**config.mk**
```make
export PLATFORM = sky130hd
export DESIGN_NAME = processor
export DESIGN_NICKNAME = d
export VERILOG_FILES = /design/src/rtl/simon_pkg.sv /design/src/rtl/simon_lfsr.sv /design/src/rtl/processor.sv
export SDC_FILE = /design/constraint.sdc
export NUM_CORES = 1
export LEC_CHECK = 0
export CAP_MARGIN = 30
export CORE_MARGIN = 2
export CORE_UTILIZATION = 55
export DETAILED_ROUTE_END_ITERATION = 8
export DONT_BUFFER_PORTS = 1
export PLACE_DENSITY_LB_ADDON = 0.08
export SYNTH_ARGS = -nofsm -noshare
export SYNTH_HDL_FRONTEND = slang
export SYNTH_SLANG_ARGS = --single-unit
```
**constraint.sdc**
```tcl
create_clock -name clk -period 3.6 [get_ports clk]
set_input_delay 0.54 -clock clk [delete_from_list [all_inputs] [get_ports clk]]
set_output_delay 0.54 -clock clk [all_outputs]
set_load 0.005 [all_outputs]
```
**src/rtl/simon_pkg.sv**
```systemverilog
// Shared types and constants for the Simon memory game: FSM states, PS/2 key codes,
// screen colour codes, tone half-periods and small display helpers.
package simon_pkg;

  typedef enum logic [2:0] {
    S_IDLE,
    S_GEN,
    S_SHOW_ON,
    S_SHOW_OFF,
    S_WAIT_IN,
    S_PRESS,
    S_FAIL
  } state_t;

  localparam logic [7:0] KEY_ENTER = 8'h5A;
  localparam logic [7:0] KEY_C0    = 8'h1C;
  localparam logic [7:0] KEY_C1    = 8'h1B;
  localparam logic [7:0] KEY_C2    = 8'h23;
  localparam logic [7:0] KEY_C3    = 8'h2B;

  localparam logic [2:0] BG_DARK = 3'd0;
  localparam logic [2:0] BG_FAIL = 3'd5;

  localparam logic [19:0] TONE_C0   = 20'd95556;
  localparam logic [19:0] TONE_C1   = 20'd75843;
  localparam logic [19:0] TONE_C2   = 20'd63776;
  localparam logic [19:0] TONE_C3   = 20'd47778;
  localparam logic [19:0] TONE_FAIL = 20'd227272;

  localparam logic [4:0] DIGIT_BLANK = 5'b10000;

  // Everything the screen and tone generator see, registered as one word
  typedef struct packed {
    logic [2:0]  bg;
    logic        audio_res;
    logic [19:0] half_wav;
  } av_t;

  localparam av_t AV_DARK = '{bg: BG_DARK, audio_res: 1'b1, half_wav: 20'd0};
  localparam av_t AV_FAIL = '{bg: BG_FAIL, audio_res: 1'b0, half_wav: TONE_FAIL};

  function automatic logic [19:0] tone_of(input logic [1:0] c);
    logic [19:0] t;
    case (c)
      2'd0:    t = TONE_C0;
      2'd1:    t = TONE_C1;
      2'd2:    t = TONE_C2;
      default: t = TONE_C3;
    endcase
    return t;
  endfunction

  function automatic av_t lit(input logic [1:0] c);
    av_t a;
    a.bg        = {1'b0, c} + 3'd1;
    a.audio_res = 1'b0;
    a.half_wav  = tone_of(c);
    return a;
  endfunction

  // Returns {tens, units}; a zero tens digit is shown blank
  function automatic logic [9:0] to_bcd(input logic [6:0] v);
    logic [3:0] tens;
    logic [3:0] units;
    tens  = 4'(v / 7'd10);
    units = 4'(v % 7'd10);
    return {(tens == 4'd0) ? DIGIT_BLANK : {1'b0, tens}, {1'b0, units}};
  endfunction

endpackage

```
**src/rtl/simon_lfsr.sv**
```systemverilog
// 8-bit Fibonacci LFSR (taps 8,6,5,4, shifting left) supplying the next colour
// from its two low bits; it only moves when the game appends a step.
module simon_lfsr #(
  parameter logic [7:0] SEED = 8'hB5
) (
  input  logic       clk,
  input  logic       reset,
  input  logic       advance,
  output logic [1:0] colour
);

  logic [7:0] q;

  always_ff @(posedge clk) begin
    if (reset)
      q <= SEED;
    else if (advance)
      q <= {q[6:0], q[7] ^ q[5] ^ q[4] ^ q[3]};
  end

  assign colour = q[1:0];

endmodule

```
**src/rtl/processor.sv**
```systemverilog
// Simon game controller: plays back a growing colour sequence and checks the player's
// PS/2 key presses. Define SIMON_MAX_SCORE_EN to keep and display the best score.
module processor
  import simon_pkg::*;
#(
  parameter int STEP_CYCLES  = 16,
  parameter int GAP_CYCLES   = 4,
  parameter int PRESS_CYCLES = 8,
  parameter int FAIL_CYCLES  = 32,
  parameter int MAX_LEN      = 32
) (
  input  logic        clk,
  input  logic        reset,
  input  logic [7:0]  keycode,
  input  logic        keycode_ready,
  input  logic        make,
  output logic [4:0]  level_01,
  output logic [4:0]  level_10,
  output logic [4:0]  max_score_01,
  output logic [4:0]  max_score_10,
  output logic [2:0]  bg,
  output logic        audio_res,
  output logic [19:0] half_wav
);

  localparam int IW = (MAX_LEN > 1) ? $clog2(MAX_LEN) : 1;

  state_t      state;
  logic [6:0]  length;
  logic [6:0]  index;
  logic [15:0] count;
  av_t         av;
  logic [1:0]  seq [MAX_LEN];
  logic [1:0]  lfsr_colour;
  logic [1:0]  first_colour;
  logic [6:0]  next_index;
  logic        key_event;
  logic        key_enter;
  logic        key_hit;
  logic [1:0]  key_col;

  simon_lfsr #(.SEED(8'hB5)) u_lfsr (
    .clk    (clk),
    .reset  (reset),
    .advance(state == S_GEN),
    .colour (lfsr_colour)
  );

  always_comb begin
    key_event = keycode_ready && make;
    key_enter = key_event && (keycode == KEY_ENTER);
    key_hit   = 1'b0;
    key_col   = 2'd0;
    if (key_event) begin
      case (keycode)
        KEY_C0:  begin key_hit = 1'b1; key_col = 2'd0; end
        KEY_C1:  begin key_hit = 1'b1; key_col = 2'd1; end
        KEY_C2:  begin key_hit = 1'b1; key_col = 2'd2; end
        KEY_C3:  begin key_hit = 1'b1; key_col = 2'd3; end
        default: ;
      endcase
    end
  end

  assign next_index   = index + 7'd1;
  // On the first level seq[0] is being written in this very cycle
  assign first_colour = (length == 7'd0) ? lfsr_colour : seq[0];

  always_ff @(posedge clk) begin
    if (state == S_GEN)
      seq[length[IW-1:0]] <= lfsr_colour;
  end

  always_ff @(posedge clk) begin
    if (reset) begin
      state  <= S_IDLE;
      length <= 7'd0;
      index  <= 7'd0;
      count  <= 16'd0;
      av     <= AV_DARK;
    end else begin
      case (state)
        S_IDLE: begin
          if (key_enter) begin
            length <= 7'd0;
            index  <= 7'd0;
            state  <= S_GEN;
          end
        end
        S_GEN: begin
          length <= length + 7'd1;
          index  <= 7'd0;
          count  <= 16'd0;
          av     <= lit(first_colour);
          state  <= S_SHOW_ON;
        end
        S_SHOW_ON: begin
          if (count == 16'(STEP_CYCLES - 1)) begin
            count <= 16'd0;
            av    <= AV_DARK;
            state <= S_SHOW_OFF;
          end else begin
            count <= count + 16'd1;
          end
        end
        S_SHOW_OFF: begin
          if (count == 16'(GAP_CYCLES - 1)) begin
            count <= 16'd0;
            if (next_index == length) begin
              index <= 7'd0;
              state <= S_WAIT_IN;
            end else begin
              index <= next_index;
              av    <= lit(seq[next_index[IW-1:0]]);
              state <= S_SHOW_ON;
            end
          end else begin
            count <= count + 16'd1;
          end
        end
        S_WAIT_IN: begin
          if (key_hit) begin
            count <= 16'd0;
            if (key_col == seq[index[IW-1:0]]) begin
              av    <= lit(key_col);
              state <= S_PRESS;
            end else begin
              av    <= AV_FAIL;
              state <= S_FAIL;
            end
          end
        end
        S_PRESS: begin
          if (count == 16'(PRESS_CYCLES - 1)) begin
            count <= 16'd0;
            av    <= AV_DARK;
            if (next_index == length) begin
              index <= 7'd0;
              if (length == 7'(MAX_LEN)) begin
                length <= 7'd0;
                state  <= S_IDLE;
              end else begin
                state <= S_GEN;
              end
            end else begin
              index <= next_index;
              state <= S_WAIT_IN;
            end
          end else begin
            count <= count + 16'd1;
          end
        end
        S_FAIL: begin
          if (count == 16'(FAIL_CYCLES - 1)) begin
            count  <= 16'd0;
            av     <= AV_DARK;
            length <= 7'd0;
            index  <= 7'd0;
            state  <= S_IDLE;
          end else begin
            count <= count + 16'd1;
          end
        end
        default: state <= S_IDLE;
      endcase
    end
  end

  assign bg        = av.bg;
  assign audio_res = av.audio_res;
  assign half_wav  = av.half_wav;
  assign {level_10, level_01} = to_bcd(length);

`ifdef SIMON_MAX_SCORE_EN
  logic [6:0] best;
  logic       fail_done;
  logic       win_done;

  assign fail_done = (state == S_FAIL) && (count == 16'(FAIL_CYCLES - 1));
  assign win_done  = (state == S_PRESS) && (count == 16'(PRESS_CYCLES - 1)) &&
                     (next_index == length) && (length == 7'(MAX_LEN));

  // Score on a miss is the last level fully completed
  always_ff @(posedge clk) begin
    if (reset)
      best <= 7'd0;
    else if (win_done)
      best <= 7'(MAX_LEN);
    else if (fail_done && (length - 7'd1 > best))
      best <= length - 7'd1;
  end

  assign {max_score_10, max_score_01} = to_bcd(best);
`else
  assign max_score_10 = DIGIT_BLANK;
  assign max_score_01 = DIGIT_BLANK;
`endif

endmodule

```
Word level (Yosys, flattened, before mapping)
Memory sizes are Yosys's and may differ from the RTL's. A register that Yosys moved wholly into a read port is not among the register bits.
Index checks and enable logic that the tools add are counted.
- register bits: 65
- bits in writable memories: 64
- bits of input ports: 12
- output and inout bits: 44
- word-level logic and storage cells: 118
- memories kept: 1
- add/sub/neg operators: 6
- div/mod/pow operators: 2
- eq/ne operators: 33
- mux-type cells: 48
- bitwise operators: 3
- reductions and logical operators: 17
- memory list (name ; depth ; width ; read ports ; clocked after memory_dff ; wr ports ; line ; source):
    seq ; 32 ; 2 ; 3 ; 1 ; 1 ; processor.sv:33 ; logic [1:0] seq [MAX_LEN];
- operators by type and width (kind ; count):
    $mux W24 ; 7
    $pmux W17 S3 ; 3
    $pmux W24 S6 ; 1
    $pmux W16 S6 ; 1
    $mux W16 ; 5
    $mux W7 ; 8
    $pmux W7 S5 ; 1
    $pmux W7 S4 ; 1
    $mux W3 ; 8
    $pmux W3 S7 ; 1
    $ne A2 B2 Y1 const B ; 9
    $add A16 B1 Y16 const B ; 1
    $eq A16 B2 Y1 const B ; 1
    $eq A16 B3 Y1 const B ; 1
    $eq A16 B4 Y1 const B ; 1
    $eq A16 B5 Y1 const B ; 1
    $eq A8 B5 Y1 const B ; 2
    $eq A8 B6 Y1 const B ; 2
    $mux W5 ; 3
    $add A7 B1 Y7 const B ; 2
    $reduce_and A6 Y1 ; 2
    $add A2 B1 Y3 const B ; 3
    $eq A3 B3 Y1 const B ; 3
    $eq A8 B7 Y1 const B ; 1
    25 further kinds ; 41

Longest topological paths before layout
- depth in word-level cells: 8
- gate-level depth with buffers: 12
- depth with buffers taken out: 10

By module
Synthesis repeated with hierarchy kept, for this count alone.
- cell total of the unflattened synthesis: 713
- area, all modules: 7313.3 um^2
- modules (own cells, without submodules) (module ; instances ; cells each ; area an instance (um^2) ; seq. area each (um^2)):
    processor ; 1 ; 682 ; 6995.5 ; 3002.9
    simon_lfsr ; 1 ; 31 ; 317.8 ; 160.2

Least setup slack after synthesis
No wires, ideal clock.
- kind: register -> output
- start point: register length[5]
- end point: output level_10[4]
- arrival time: 2.567 ns
- required time: 3.060 ns
- slack: 0.493 ns
- cell stages (with the launch flop): 12
- cells stage by stage: dfxtp_1 clkbuf_1 buf_1 mux2i_1 nor2_1 a31oi_1 o21a_1 xnor2_1 ha_1 inv_1 a21boi_0 nor4bb_1
- word-level cells in the longest chain between the ends: 3
- ends and longest elaborated chain (item ; line ; source):
    from (decl) ; processor.sv:29 ; logic [6:0] length;
    from (signal assigned) ; processor.sv:91 ; length <= length + 7'd1;
    $div A7 B4 Y7 ; simon_pkg.sv:65 ; tens = 4'(v / 7'd10);
    $logic_not A4 Y1 ; simon_pkg.sv:67 ; return {(tens == 4'd0) ? DIGIT_BLANK : {1'b0, tens}, {1'b0, units}};
    $mux W5 ; simon_pkg.sv:67 ;
    to (decl) ; processor.sv:18 ; output logic [4:0] level_10,
Every way passes these cells.

Worst setup path in the final report
- start point: register length[6]
- end point: output level_01[2]
- word-level cells in the longest chain between the ends: 1
- ends and longest elaborated chain (item ; line ; source):
    $mod A7 B4 Y7 ; simon_pkg.sv:66 ; units = 4'(v % 7'd10);
    to (decl) ; processor.sv:17 ; output logic [4:0] level_01,
Every way passes these cells.

==> metrics.txt <==
status=completed; Clk pwr share=around 56%; DR WL/cell=about 19 um; Final ANT Viol Nets=0; power per cell area=around 430 mW/mm^2; buffers added on ports=0; Ports=56; final net count=~760; average size of a mapped cell=around 10 sq um; class of the worst hold path=in2reg; H-tree lvl count=4; DRC viols=0; Final min period=3.22 ns; sw power=612 uW; CTS clock-pin slew for the worst setup and hold paths=0.05 ns; leakage power=between 2 and 3 nW; RSZ-0062 raised after global routing=no; Fin. Hold Viols=0; layout cells sized above 1=between 9 and 10%; Flop pwr share=between 40 and 50%; initial antenna violation count=0; Worst-Skew Late Latency=0.42 ns; Distinct cells, synth=a little under 80; CTS tree=built; Sw Ratio=between 15 and 20%; clock sinks=126; DRT iter0 DRCs=438; Worst Tran Pin Value=about 0.87 ns; Seq cells post-synth=between 100 and 150; Post-synth ARST share=0%; kind of start point of the critical path=flop; MaxCap Viol Count=0; CP Cell Sequence=nor2b_2, mux2i_1, nor2_1, a31oi_1, o21a_1, xnor2_1, ha_1, inv_1, a21boi_0, buf_4, mux2i_1; Total Neg Setup Slack=0 ns; FP Rows=42; Mapped Area=0.00734 sq mm; worst vdd rail ir drop=about 350 uV; Syn Inst Count=750; ys flop type=edfxtp_1; Reg2Reg Setup Slack=~0.50 ns; crit path kind=reg2out; vias in the first global route=5561; core footprint=about 0.013 sq mm; CP Max Fanout=11; die area=roughly 0.014 sq mm; worst path arrival time=2.68 ns; Post-synth EDFFs=64; antenna diode count=0; Logic pwr share=0.5%; routability cong.=0.898; Worst EP required=roughly 3.1 ns; Clock Tree Buf Depth=2; Die Y=roughly 120 um; DRT Pass-1 Iters=6; Placed Area=between 0.007 and 0.008 sq mm; crit-path most repeated cell=mux2i_1; Routed WL=between 15000 and 20000 um; GRT overflow=0; fin area=0.00808 sq mm; Crit-path slowest cell=dfxtp_2; Slew Limit Fails=0; Finish-stage setup viols=0; Syn. warnings=0; Via-to-Cell Ratio=~6.1; sequential area share after synthesis=~43%; Tot GR Track Use=24.9%; vias=about 5600; Layout Skew=0.00693 ns; CP Capture Type=output pin; root buf cell=clkbuf_16; final core occ=~62%; internal power=2.86 mW; Pwr Total=3.47 mW; area delta synth->final=10.1%; die width=approximately 120 um; hold_ws=just under 0.2 ns; total CTS buffers=17; Initial Utilization=about 56%; pin count of the biggest net entering global routing=48; Worst path max stage delay=approximately 0.47 ns; achievable clock frequency=~310 MHz; first-pass GRT wire length=27900 um; HPWL after DPL=11600 um; final period utilization=about nine tenths; Rel. slew slack=approximately two fifths
==> critical path, delay by kind of cell, from the launching register on <==
| kind | cells | cell delay [ns] |
|---|---|---|
| compound gates | 3 | 0.49 |
| flops | 1 | 0.47 |
| simple gates | 2 | 0.35 |
| mux | 2 | 0.32 |
| buf+inv | 2 | 0.22 |
| fa+ha+maj | 1 | 0.22 |
| xor+xnor | 1 | 0.20 |
==> stage by stage <==
| step | worst slack, ns | instances |
|---|---|---|
| after global routing | 0.0224 | 920 |
| final | 0.381 | 920 |
| after floorplan | 0.493 | 762 |
| after global placement | 0.546 | 888 |
| after CTS | 0.0361 | 920 |
| after detailed placement | 0.503 | 888 |
==> per-layer routing <==
| metal | vias to the layer above | wire (um) | track usage (%) |
|---|---|---|---|
| met4 | 0 | 325 | 10.3 |
| met3 | 28 | 951 | 5.09 |
| met2 | 182 | 8030 | 39.1 |
| met5 | - | 0 | 0 |
| li1 | 2680 | - | - |
| met1 | 2749 | 7750 | 33.8 |
==> cell type report <==
class,instances,area [sq um]
Timing Repair Buffer,15,125
Tap cell,176,220
Multi-Input combinational cell,555,3830
Sequential cell,126,3170
Fill cell,1128,5060
Clock inverter,13,243
Inverter,16,60.1
Clock buffer,19,433
==> path summary, 6_finish.rpt <==
kind | from | to | cells past startpoint
max | length[6]$_SDFFE_PP0P_ | level_01[2] | 11
max reg2reg | count[0]$_SDFFE_PP0P_ | index[5]$_SDFFE_PP0P_ | 8
min | reset | length[4]$_SDFFE_PP0P_ | 1
min reg2reg | u_lfsr.q[2]$_SDFFE_PP1P_ | u_lfsr.q[3]$_SDFFE_PP0P_ | 2
==> flip-flops by register name (all words and copies together) (netlist names), named ones only <==
register   cells
seq           64
half_wav      12
bg             3
count         16
length         7
state          3
index          7
u_lfsr.q       8
audio_res      1
==> repair_timing <==
item | CTS | global route
hold buffers | 0 | 0
setup endpoints to repair | 0 | 4
gates resized for setup | 0 | 6
setup buffers | 0 | 0
==> cell usage in the layout, fill, tap and decap left out, types with 7 or more instances in the layout <==
| master | n |
|---|---|
| conb_1 | 14 |
| a22oi_1 | 17 |
| nand3b_1 | 13 |
| nand3_1 | 20 |
| o21ai_0 | 32 |
| clkbuf_16 | 17 |
| a211oi_1 | 11 |
| nand2_1 | 57 |
| or3_1 | 11 |
| xor2_1 | 9 |
| bufinv_16 | 7 |
| nor2b_1 | 14 |
| mux4_1 | 8 |
| dfxtp_1 | 58 |
| mux2i_1 | 75 |
| ha_1 | 13 |
| inv_1 | 16 |
| a21oi_1 | 32 |
| nor2_1 | 93 |
| xnor2_1 | 16 |
| edfxtp_1 | 64 |
| nor3_1 | 10 |
| buf_4 | 14 |
| nand2b_1 | 11 |
==> cells in the mapped netlist (2+ instances only) <==
| cell | instances | area (sq um) |
|---|---|---|
| xor2_1 | 9 | 78.8 |
| o22a_1 | 3 | 26.3 |
| nand2_1 | 57 | 214 |
| a211oi_2 | 2 | 25.0 |
| clkbuf_1 | 25 | 93.8 |
| o311a_1 | 2 | 20.0 |
| nand4_1 | 5 | 31.3 |
| a21o_1 | 2 | 15.0 |
| nor3_1 | 10 | 50.1 |
| buf_1 | 5 | 18.8 |
| nor2b_1 | 15 | 93.8 |
| edfxtp_1 | 64 | 1920 |
| xnor2_1 | 16 | 140 |
| o31ai_1 | 3 | 22.5 |
| inv_1 | 16 | 60.1 |
| a31oi_1 | 3 | 18.8 |
| and2_1 | 3 | 18.8 |
| a22oi_1 | 17 | 128 |
| nor2_1 | 93 | 349 |
| buf_2 | 12 | 60.1 |
| conb_1 | 2 | 7.51 |
| nand2b_1 | 11 | 68.8 |
| a32oi_1 | 2 | 17.5 |
| a211o_1 | 2 | 17.5 |
| or3_1 | 11 | 68.8 |
| nand3_1 | 20 | 100 |
| a311oi_1 | 6 | 52.6 |
| a41o_1 | 2 | 20.0 |
| nand3b_1 | 13 | 97.6 |
| and3_1 | 6 | 37.5 |
| o21ai_0 | 32 | 160 |
| nor4_1 | 2 | 12.5 |
| ha_1 | 13 | 163 |
| mux2i_1 | 75 | 751 |
| o41ai_1 | 4 | 35.0 |
| o211ai_1 | 3 | 22.5 |
| buf_4 | 23 | 173 |
| or2_2 | 6 | 37.5 |
| mux4_1 | 8 | 210 |
| a21oi_1 | 32 | 160 |
| nor4_2 | 2 | 25.0 |
| o22ai_1 | 2 | 12.5 |
| dfxtp_1 | 62 | 1240 |
| a211oi_1 | 11 | 82.6 |
| o21a_1 | 6 | 45.0 |
==> cells by family after synthesis <==
logic type	Yosys count	share of synthesized area, %
simple gates	266	17.9
compound gates	150	14.1
flops	126	43.1
mux	85	13.4
buf+inv	81	5.52
xor+xnor	27	3.58
fa+ha+maj	13	2.22
other cells	2	0.102
==> power groups by stage <==
stage	logic [mW]	clock network (mW)	registers [mW]
floorplan	0.0317	0	1.53
global placement	0.0163	0	1.53
detailed placement	0.0168	0	1.53
CTS	0.0169	1.98	1.50
global route	0.0196	2.04	1.49
finish	0.0172	1.96	1.49
Power figures use the tool's default switching activity.
